===== src/rtl/drum_pkg.sv =====
// Shared widths for the drum multiplier tile and its dot-product accumulator.
// Width helpers keep the accumulator wide enough that no sum can overflow.
package drum_pkg;

    localparam int DRUM_N        = 8;
    localparam int DRUM_M        = 8;
    localparam int PROD_W_DEF    = DRUM_N + DRUM_M;
    localparam int OUT_W_DEF     = 16;
    localparam int MAX_TERMS_DEF = 8;

    function automatic int acc_w(input int prod_w, input int max_terms);
        return prod_w + $clog2(max_terms);
    endfunction

    function automatic int cnt_w(input int max_terms);
        return $clog2(max_terms + 1);
    endfunction

endpackage


===== src/rtl/drum_narrow.sv =====
// Narrows the wide accumulator sum to the result width and flags lost range.
// DRUM_DOT_ACC_SAT_EN selects saturation; otherwise the result wraps.
module drum_narrow
    import drum_pkg::*;
#(
    parameter int ACC_W = 19,
    parameter int OUT_W = 16
) (
    input  logic signed [ACC_W-1:0] acc_i,
    output logic signed [OUT_W-1:0] sum_o,
    output logic                    ovf_o
);

    generate
        if (ACC_W > OUT_W) begin : g_narrow
            logic [ACC_W-OUT_W:0] hi;

            // In range exactly when the top bits are all copies of the sign.
            assign hi    = acc_i[ACC_W-1:OUT_W-1];
            assign ovf_o = !((&hi) || !(|hi));

`ifdef DRUM_DOT_ACC_SAT_EN
            localparam logic [OUT_W-1:0] MAXV = {1'b0, {(OUT_W-1){1'b1}}};
            localparam logic [OUT_W-1:0] MINV = {1'b1, {(OUT_W-1){1'b0}}};

            assign sum_o = !ovf_o ? acc_i[OUT_W-1:0]
                         : (acc_i[ACC_W-1] ? MINV : MAXV);
`else
            assign sum_o = acc_i[OUT_W-1:0];
`endif
        end else begin : g_widen
            assign sum_o = OUT_W'(acc_i);
            assign ovf_o = 1'b0;
        end
    endgenerate

endmodule


===== src/rtl/drum_dot_acc.sv =====
// Dot-product accumulator behind the drum multiplier; one result per vector.
// Build option DRUM_DOT_ACC_SAT_EN makes the narrowed result saturate.
module drum_dot_acc
    import drum_pkg::*;
#(
    parameter  int PROD_W    = PROD_W_DEF,
    parameter  int MAX_TERMS = MAX_TERMS_DEF,
    parameter  int OUT_W     = OUT_W_DEF,
    localparam int CNT_W     = cnt_w(MAX_TERMS),
    localparam int ACC_W     = acc_w(PROD_W, MAX_TERMS)
) (
    input  logic                     clk,
    input  logic                     rst_n,
    input  logic                     in_valid,
    output logic                     in_ready,
    input  logic signed [PROD_W-1:0] in_prod,
    input  logic                     in_last,
    output logic                     out_valid,
    input  logic                     out_ready,
    output logic signed [OUT_W-1:0]  out_sum,
    output logic        [CNT_W-1:0]  out_count,
    output logic                     out_ovf
);

    logic signed [ACC_W-1:0] acc_q, acc_d, nxt;
    logic        [CNT_W-1:0] cnt_q, cnt_d;
    logic                    valid_q, valid_d;
    logic signed [OUT_W-1:0] sum_q, sum_d, nar_sum;
    logic        [CNT_W-1:0] count_q, count_d;
    logic                    ovf_q, ovf_d, nar_ovf;
    logic                    accept, close;

    assign in_ready = !valid_q || out_ready;
    assign accept   = in_valid && in_ready;
    assign nxt      = acc_q + ACC_W'(in_prod);
    assign close    = in_last || (cnt_q == CNT_W'(MAX_TERMS - 1));

    drum_narrow #(
        .ACC_W(ACC_W),
        .OUT_W(OUT_W)
    ) u_narrow (
        .acc_i(nxt),
        .sum_o(nar_sum),
        .ovf_o(nar_ovf)
    );

    always_comb begin
        acc_d   = acc_q;
        cnt_d   = cnt_q;
        valid_d = valid_q && !out_ready;
        sum_d   = sum_q;
        count_d = count_q;
        ovf_d   = ovf_q;
        if (accept) begin
            if (close) begin
                acc_d   = '0;
                cnt_d   = '0;
                valid_d = 1'b1;
                sum_d   = nar_sum;
                count_d = cnt_q + CNT_W'(1);
                ovf_d   = nar_ovf;
            end else begin
                acc_d = nxt;
                cnt_d = cnt_q + CNT_W'(1);
            end
        end
    end

    always_ff @(posedge clk) begin
        if (!rst_n) begin
            acc_q   <= '0;
            cnt_q   <= '0;
            valid_q <= 1'b0;
            sum_q   <= '0;
            count_q <= '0;
            ovf_q   <= 1'b0;
        end else begin
            acc_q   <= acc_d;
            cnt_q   <= cnt_d;
            valid_q <= valid_d;
            sum_q   <= sum_d;
            count_q <= count_d;
            ovf_q   <= ovf_d;
        end
    end

    assign out_valid = valid_q;
    assign out_sum   = sum_q;
    assign out_count = count_q;
    assign out_ovf   = ovf_q;

endmodule


===== config.mk =====
export PLATFORM = sky130hd
export DESIGN_NAME = drum_dot_acc
export DESIGN_NICKNAME = d
export VERILOG_FILES = /design/src/rtl/drum_pkg.sv /design/src/rtl/drum_narrow.sv /design/src/rtl/drum_dot_acc.sv
export SDC_FILE = /design/constraint.sdc
export NUM_CORES = 1
export LEC_CHECK = 0
export ABC_AREA = 1
export CAP_MARGIN = 20
export CORE_MARGIN = 2
export CORE_UTILIZATION = 25
export DETAILED_ROUTE_END_ITERATION = 8
export GPL_TIMING_DRIVEN = 0
export SLEW_MARGIN = 20
export SYNTH_ARGS = -nofsm -noshare
export SYNTH_HDL_FRONTEND = slang
export SYNTH_HIERARCHICAL = 1
export SYNTH_SLANG_ARGS = --single-unit

===== constraint.sdc =====
create_clock -name clk -period 1.9 [get_ports clk]
set_input_delay 0.38 -clock clk [delete_from_list [all_inputs] [get_ports clk]]
set_output_delay 0.38 -clock clk [all_outputs]
set_load 0.05 [all_outputs]

==> flow_summary_export.csv, run 1 <==
group,metric,value,unit
outcome,status,"complete, but fails checks",
outcome,violations,"setup timing",
layout,final_common_cell,"nand2_1",
sta,slew_viol_final,0,
floorplanning,num_rows,39,
setup_path,cp_max_fo,3,
placed_design,place_area,3530,µm²
route,drtPass1Iterations,6,
power,cellPowerDensity,737,nW/µm²
yosys,synth_area_leaders,"dfxtp_1 (31%), nand2_1 (13%), ha_1 (8.2%)",
yosys,synth_top_cell_by_area,"dfxtp_1",
grt,grt_use_met1,0.157,
yosys,async_flop_share,0,
setup_path,worstPathCellList,"ha_4, inv_2, fa_2, inv_2, nand3_2, nand2_4, nand3_4, nand2_4, nand2_4, nand2_2, nand2_2, and2_4, o21ai_2, nand2_1, nor2_1, nor2_1",
placed_design,portBuffers,43,
setup_path,cp_top_family,"simple AND/OR/NAND/NOR gates",
yosys,synth_edf_count,0,
grt,grt_pass1_vias,2917,
cts,clock_path_buffers,2,
sta,holdWs,0.467,ns
setup_path,critPathLaunchType,"flip-flop",
placed_design,post-dp-hpwl,5920,µm
layout,stdcell_count,634,
route,drc_errors,0,
grt,grt-ovfl-total,0,
route,drt-initial-drc-count,74,
layout,antenna_cells,0,
grt,antenna_found_initial,0,
route,wire_per_inst,13.5,µm
setup_path,endpoint_kind,"flip-flop",
floorplanning,io_pins,44,
yosys,synth-compound-area-share,0.131,
sta,worstMarginPinSlew,0.621,ns
grt,grtUsageMet3,0.0234,
sta,setup_viol,7,
grt,grt.total_usage,0.131,
power,leakage,1.86,nW
yosys,syn_area,2890,µm²
layout,area_growth,50.8,%
cts,cts.sinks,45,
yosys,yosys.cell_types.count,30,
cts,htreeDepth,2,
setup_path,slowest_delay,0.35,ns
layout,regArea,910,µm²
floorplanning,dieWidth,112,µm
floorplanning,start_util,0.254,
yosys,synthDominantCellAreaShare,0.312,
yosys,postSynthAreaPerCell,6.80,µm²
sta,post-route-min-period,2.04,ns
sta,max_freq,0.490,GHz
layout,design_area,4360,µm²
floorplanning,core_area,11400,µm²
yosys,yosys.area_share.adder,0.0892,
yosys,synthMuxAreaShare,0,
route,viasPerCell,4.59,
yosys,ys_ff_latch,45,
route,wl,8560,µm
floorplanning,die-area,12400,µm²
yosys,synth_nets,466,
setup_path,path_common_cell,"nand2_4",
layout,nFillCells,1173,
yosys,synth_simple_gate_area_frac,0.333,
min_path,hp-class,"reg2reg",
sta,timing.final.crit_share,1.07,
route,ant_nets,0,
layout,drive_gt1_frac,0.346,
cts,cts_tree,"yes",
job,cap_violations,0,
sta,skew,0.00698,ns
yosys,postSynthCellCount,425,
layout,finish.utilization,0.383,
cts,clkTransAtPathRegs,0.07,ns
yosys,synth-warning-count,6,
route,vias,2909,
power,peakVddDrop,403,µV
grt,grt_start_max_net_pins,16,
setup_path,crit_buf_inv,2,
floorplanning,die_h,112,µm
grt,grt_busiest_layer,"met2",
cts,clk-insertion-delay-late,0.29,ns
yosys,synthFlopType,"dfxtp_1",
setup_path,worst-setup-path-type,"reg2reg",
cts,root_buffer,"clkbuf_16",
grt,grt_pass1_wl,13600,µm
yosys,post_synth_xor_area_fraction,0.0299,
placed_design,dpl.cell_count,611,
yosys,synth.yosys.seq_area_share,0.312,
layout,multiInputGateArea,2230,µm²
cts,numCtsBuffers,5,
sta,setup_ws,-0.140,ns
sta,relSlewSlack,0.586,
layout,fin_nets,531,
placed_design,gp_congestion,0.867,
setup_path,crit_required,2.08,ns
layout,final_cell_mix,"nand2_1 (77), nor2_1 (45), dfxtp_1 (38), buf_4 (30), inv_1 (29)",
setup_path,critPathSlowestCell,"dfxtp_2",
setup_path,cp.arrival,2.22,ns
grt,met2_usage,0.241,
yosys,synth_top_family_by_area,"simple AND/OR/NAND/NOR gates",
sta,finalHoldViolCount,0,
sta,rsz0062_at_grt,"yes",
where the power goes:
group / total (mW) / switching [mW] / internal, mW / leakage (nW)
clock network: 1.16 / 0.397 / 0.759 / 0.0944
logic: 1.01 / 0.566 / 0.446 / 1.39
registers: 1.04 / 0.0400 / 1.00 / 0.372
total: 3.21 / 1.00 / 2.21 / 1.86
repair_timing:
| action | CTS | global route |
|---|---|---|
| pin swaps | 21 | 32 |
| setup buffers | 5 | 12 |
| resized for setup | 66 | 78 |
| setup endpoints to repair | 25 | 17 |
| hold buffers | 0 | 0 |
| cloned | 0 | 0 |
per-layer routing:
metal | part of all wire | up-vias
met4 | 0.022 | 0
met1 | 0.43 | 1347
li1 | - | 1482
met5 | 0 | -
met3 | 0.043 | 20
met2 | 0.51 | 60
metrics by stage:
stage                     total power [mW]  worst slack (ns)  setup TNS (ns)
final                                 3.21            -0.140          -0.411
after global routing                  3.35            -0.259           -1.73
after CTS                             3.09            -0.221          -0.606
after detailed placement              1.84            -0.879          -14.57
after global placement                1.83            -0.846          -13.88
after floorplan                       1.62           -0.0498         -0.0581
synth_stat cells (2+ instances only):
cell / count
ha_1: 19
nand2_1: 100
xor2_1: 6
or2_1: 2
inv_1: 33
nand2_2: 10
a21oi_2: 3
and2_1: 12
o21ai_0: 27
nor2_1: 56
nor2_2: 3
dfxtp_1: 45
a21oi_1: 38
nor3_1: 2
clkbuf_1: 6
nand3b_1: 5
buf_2: 4
nand3_2: 4
buf_4: 18
xnor2_1: 2
nand3_1: 21
worst register-to-register path, cell delays in order, from the launching register on:
cell	delay (ns)
dfxtp_2	0.35
ha_4	0.15
inv_2	0.04
fa_2	0.34
inv_2	0.07
nand3_2	0.08
nand2_4	0.10
nand3_4	0.07
nand2_4	0.11
nand2_4	0.05
nand2_2	0.06
nand2_2	0.05
and2_4	0.16
o21ai_2	0.10
nand2_1	0.06
nor2_1	0.09
nor2_1	0.04
worst paths after layout:
path	from	to	slack (ns)	cells past startpoint
setup / recovery	acc_q[0]	out_ovf	-0.14	16
hold / removal	cnt_q[3]	cnt_q[3]	0.47	2
setup reg to reg	acc_q[0]	out_ovf	-0.14	16
hold reg to reg	cnt_q[3]	cnt_q[3]	0.47	2
logic make-up (layout without fill, tap and decap cells):
family	count (synthesis)	after routing
AOI/OAI and AO/OA	72	72
xor gates and xnor gates	9	9
adders and majority gates	20	20
buffers and inverters	62	128
DFF	45	45
and+or+nand+nor	217	217
flip-flops by register name, summed over array words and instances (netlist names):
| register | count |
|---|---|
| out_count | 4 |
| acc_q | 19 |
| out_sum | 16 |
| cnt_q | 4 |
| out_valid | 1 |
| out_ovf | 1 |
cell type report:
cell class | instances | share of cell area
plain buffers | 27 | 0.0399
clock buffers | 5 | 0.0287
clock inverters | 3 | 0.0158
inverters | 34 | 0.0293
multi-input cells | 318 | 0.513
flip-flops and latches | 45 | 0.209
well taps | 143 | 0.0410
repair buffers | 59 | 0.124
Note: power is estimated with default switching activity, not from simulation.
==> run 2, diff against run 1 <==
--- a/config.mk
+++ b/config.mk
@@ -6,11 +6,11 @@
 export NUM_CORES = 1
 export LEC_CHECK = 0
 export ABC_AREA = 1
-export CAP_MARGIN = 20
 export CORE_MARGIN = 2
 export CORE_UTILIZATION = 25
 export DETAILED_ROUTE_END_ITERATION = 8
 export GPL_TIMING_DRIVEN = 0
+export PLACE_DENSITY = 0.53
 export SLEW_MARGIN = 20
 export SYNTH_ARGS = -nofsm -noshare
 export SYNTH_HDL_FRONTEND = slang
==> run 2 against run 1 <==
The flow still finishes with violations (setup timing); critical endpoint is now out_sum[14]; fmax down 0.49%; total power down 8.9%; sequential share of layout area up 0.47 points.
==> flow_summary_export.csv, run 2 (synthesized netlist as in run 1, its figures left out) <==
group,metric,value,unit
sta,setup_viol,5,
route,drt-initial-drc-count,87,
power,combPwrFrac,0.337,
layout,drive_gt1_frac,0.332,
outcome,status,"complete, but fails checks",
layout,design_area,4270,µm²
setup_path,slowest_delay,0.35,ns
setup_path,crit_required,2.08,ns
setup_path,crit_buf_inv,4,
sta,worstMarginPinSlew,0.596,ns
route,met1_length,3810,µm
placed_design,dpl.cell_count,611,
sta,skew,0.00738,ns
route,viasPerCell,4.38,
sta,timing.final.crit_share,1.08,
grt,grt.total_usage,0.130,
placed_design,post-dp-hpwl,5840,µm
placed_design,gp_congestion,0.831,
grt,antenna_found_initial,0,
placed_design,place_area,3530,µm²
cts,clkTransAtPathRegs,0.07,ns
floorplanning,num_rows,39,
route,wl_met2,3900,µm
layout,largest_register_ff_count,19,
cts,clock_path_buffers,2,
placed_design,portBuffers,43,
route,routed.top_layer,"met4",
job,cap_violations,0,
layout,nFillCells,1197,
cts,numCtsBuffers,5,
cts,htreeDepth,2,
sta,rsz0062_at_grt,"yes",
setup_path,critPathSlowestCell,"dfxtp_2",
setup_path,critPathLaunchType,"flip-flop",
power,p_int,1.94,mW
setup_path,worst-setup-path-type,"reg2reg",
layout,fin_nets,534,
cts,root_buffer,"clkbuf_16",
floorplanning,die-area,12400,µm²
grt,grt_start_max_net_pins,16,
route,wire_per_inst,12.6,µm
layout,final_common_cell,"nand2_1",
route,ant_nets,0,
route,drtPass1Iterations,4,
floorplanning,start_util,0.254,
setup_path,path_common_cell,"nand2_1",
floorplanning,io_pins,44,
sta,max_freq,0.488,GHz
sta,slew_viol_final,0,
power,cellPowerDensity,685,nW/µm²
route,wl,8030,µm
setup_path,worstPathCellList,"ha_4, inv_2, fa_2, inv_2, nand3_2, nand2_2, buf_4, nand2_1, nand2_2, nand3_2, nand2_1, nand2_1, and2_4, buf_6, nor2_1, nor2_1",
route,vias,2790,
setup_path,cp.arrival,2.23,ns
cts,clk-insertion-delay-late,0.29,ns
layout,largest-register,"acc_q",
layout,stdcell_count,637,
route,met3WireLength,255,µm
sta,relSlewSlack,0.603,
power,peakVddDrop,413,µV
outcome,violations,"setup timing",
grt,grt_pass1_vias,2803,
placed_design,dp_slack,-0.824,ns
min_path,hp-class,"reg2reg",
cts,cts_tree,"yes",
floorplanning,die_h,112,µm
setup_path,cp_max_fo,2,
sta,setup_ws,-0.150,ns
setup_path,cp_top_family,"simple AND/OR/NAND/NOR gates",
power,power,2.92,mW
floorplanning,core_area,11400,µm²
layout,final_cell_mix,"nand2_1 (81), nor2_1 (46), dfxtp_1 (37), buf_4 (33), inv_1 (29)",
sta,finalHoldViolCount,0,
setup_path,endpoint_kind,"flip-flop",
power,p_sw,0.988,mW
floorplanning,dieWidth,112,µm
power,switching_share,0.338,
power,power_frac_seq,0.356,
cts,cts.sinks,45,
grt,grt_pass1_wl,13300,µm
route,drc_errors,0,
power,leakage,1.83,nW
power,pwr-share-clk,0.306,
layout,area_growth,47.7,%
sta,post-route-min-period,2.05,ns
grt,grt-ovfl-total,0,
layout,antenna_cells,0,
-- run 2: layout make-up --
cell class | instances | area, µm² | share of cell area
plain buffers | 27 | 174 | 0.0407
clock buffers | 5 | 125 | 0.0293
clock inverters | 3 | 21.3 | 0.00498
inverters | 34 | 128 | 0.0299
multi-input cells | 318 | 2180 | 0.510
flip-flops and latches | 45 | 911 | 0.213
well taps | 143 | 179 | 0.0419
repair buffers | 62 | 554 | 0.130
-- run 2: worst paths after layout --
check	startpoint	to	slack, ns	cells after the start
worst max-delay path	acc_q[0]	out_sum[14]	-0.15	16
worst min-delay path	cnt_q[3]	cnt_q[3]	0.47	2
worst max register to register	acc_q[0]	out_sum[14]	-0.15	16
worst min register to register	cnt_q[3]	cnt_q[3]	0.47	2
-- run 2: power by group through the flow --
stage / registers (mW) / logic (mW) / clock network (mW)
finish: 1.04 / 0.987 / 0.896
CTS: 1.04 / 0.892 / 0.908
global route: 1.05 / 1.07 / 0.947
global placement: 1.05 / 0.782 / 0
detailed placement: 1.05 / 0.785 / 0
floorplan: 1.17 / 0.451 / 0
-- run 2: stage by stage --
stage	hold slack [ns]	TNS (ns)	util
after floorplan	0.445	-0.0581	-
after global placement	0.456	-13.98	0.310
after detailed placement	0.455	-14.06	0.310
after CTS	0.466	-0.458	0.354
after global routing	0.504	-1.25	0.375
final	0.466	-0.395	0.375
-- run 2: repair_timing --
action | in CTS | in global routing
hold endpoints to repair | 0 | 0
resized for setup | 70 | 68
setup buffers | 9 | 10
pin swaps | 17 | 34
setup endpoints to repair | 24 | 16
hold buffers | 0 | 0
-- run 2: worst register-to-register path, delay by kind of cell (launching register included) --
family | cells | cell delay [ns]
fa+ha+maj | 2 | 0.47
flops | 1 | 0.35
simple gates | 10 | 0.79
buf+inv | 4 | 0.33
-- run 2: routing by layer --
layer	vias up	global-route usage
li1	1489	-
met1	1247	0.165
met2	47	0.230
met3	7	0.0245
met4	0	0.0288
met5	-	0
==> run 3, diff against run 2 <==
--- a/config.mk
+++ b/config.mk
@@ -9,6 +9,7 @@
 export CORE_MARGIN = 2
 export CORE_UTILIZATION = 25
 export DETAILED_ROUTE_END_ITERATION = 8
+export GPL_ROUTABILITY_DRIVEN = 1
 export GPL_TIMING_DRIVEN = 0
 export PLACE_DENSITY = 0.53
 export SLEW_MARGIN = 20
==> results of run 3 <==
No change in the layout: final DEF, timing and power equal those of run 2.
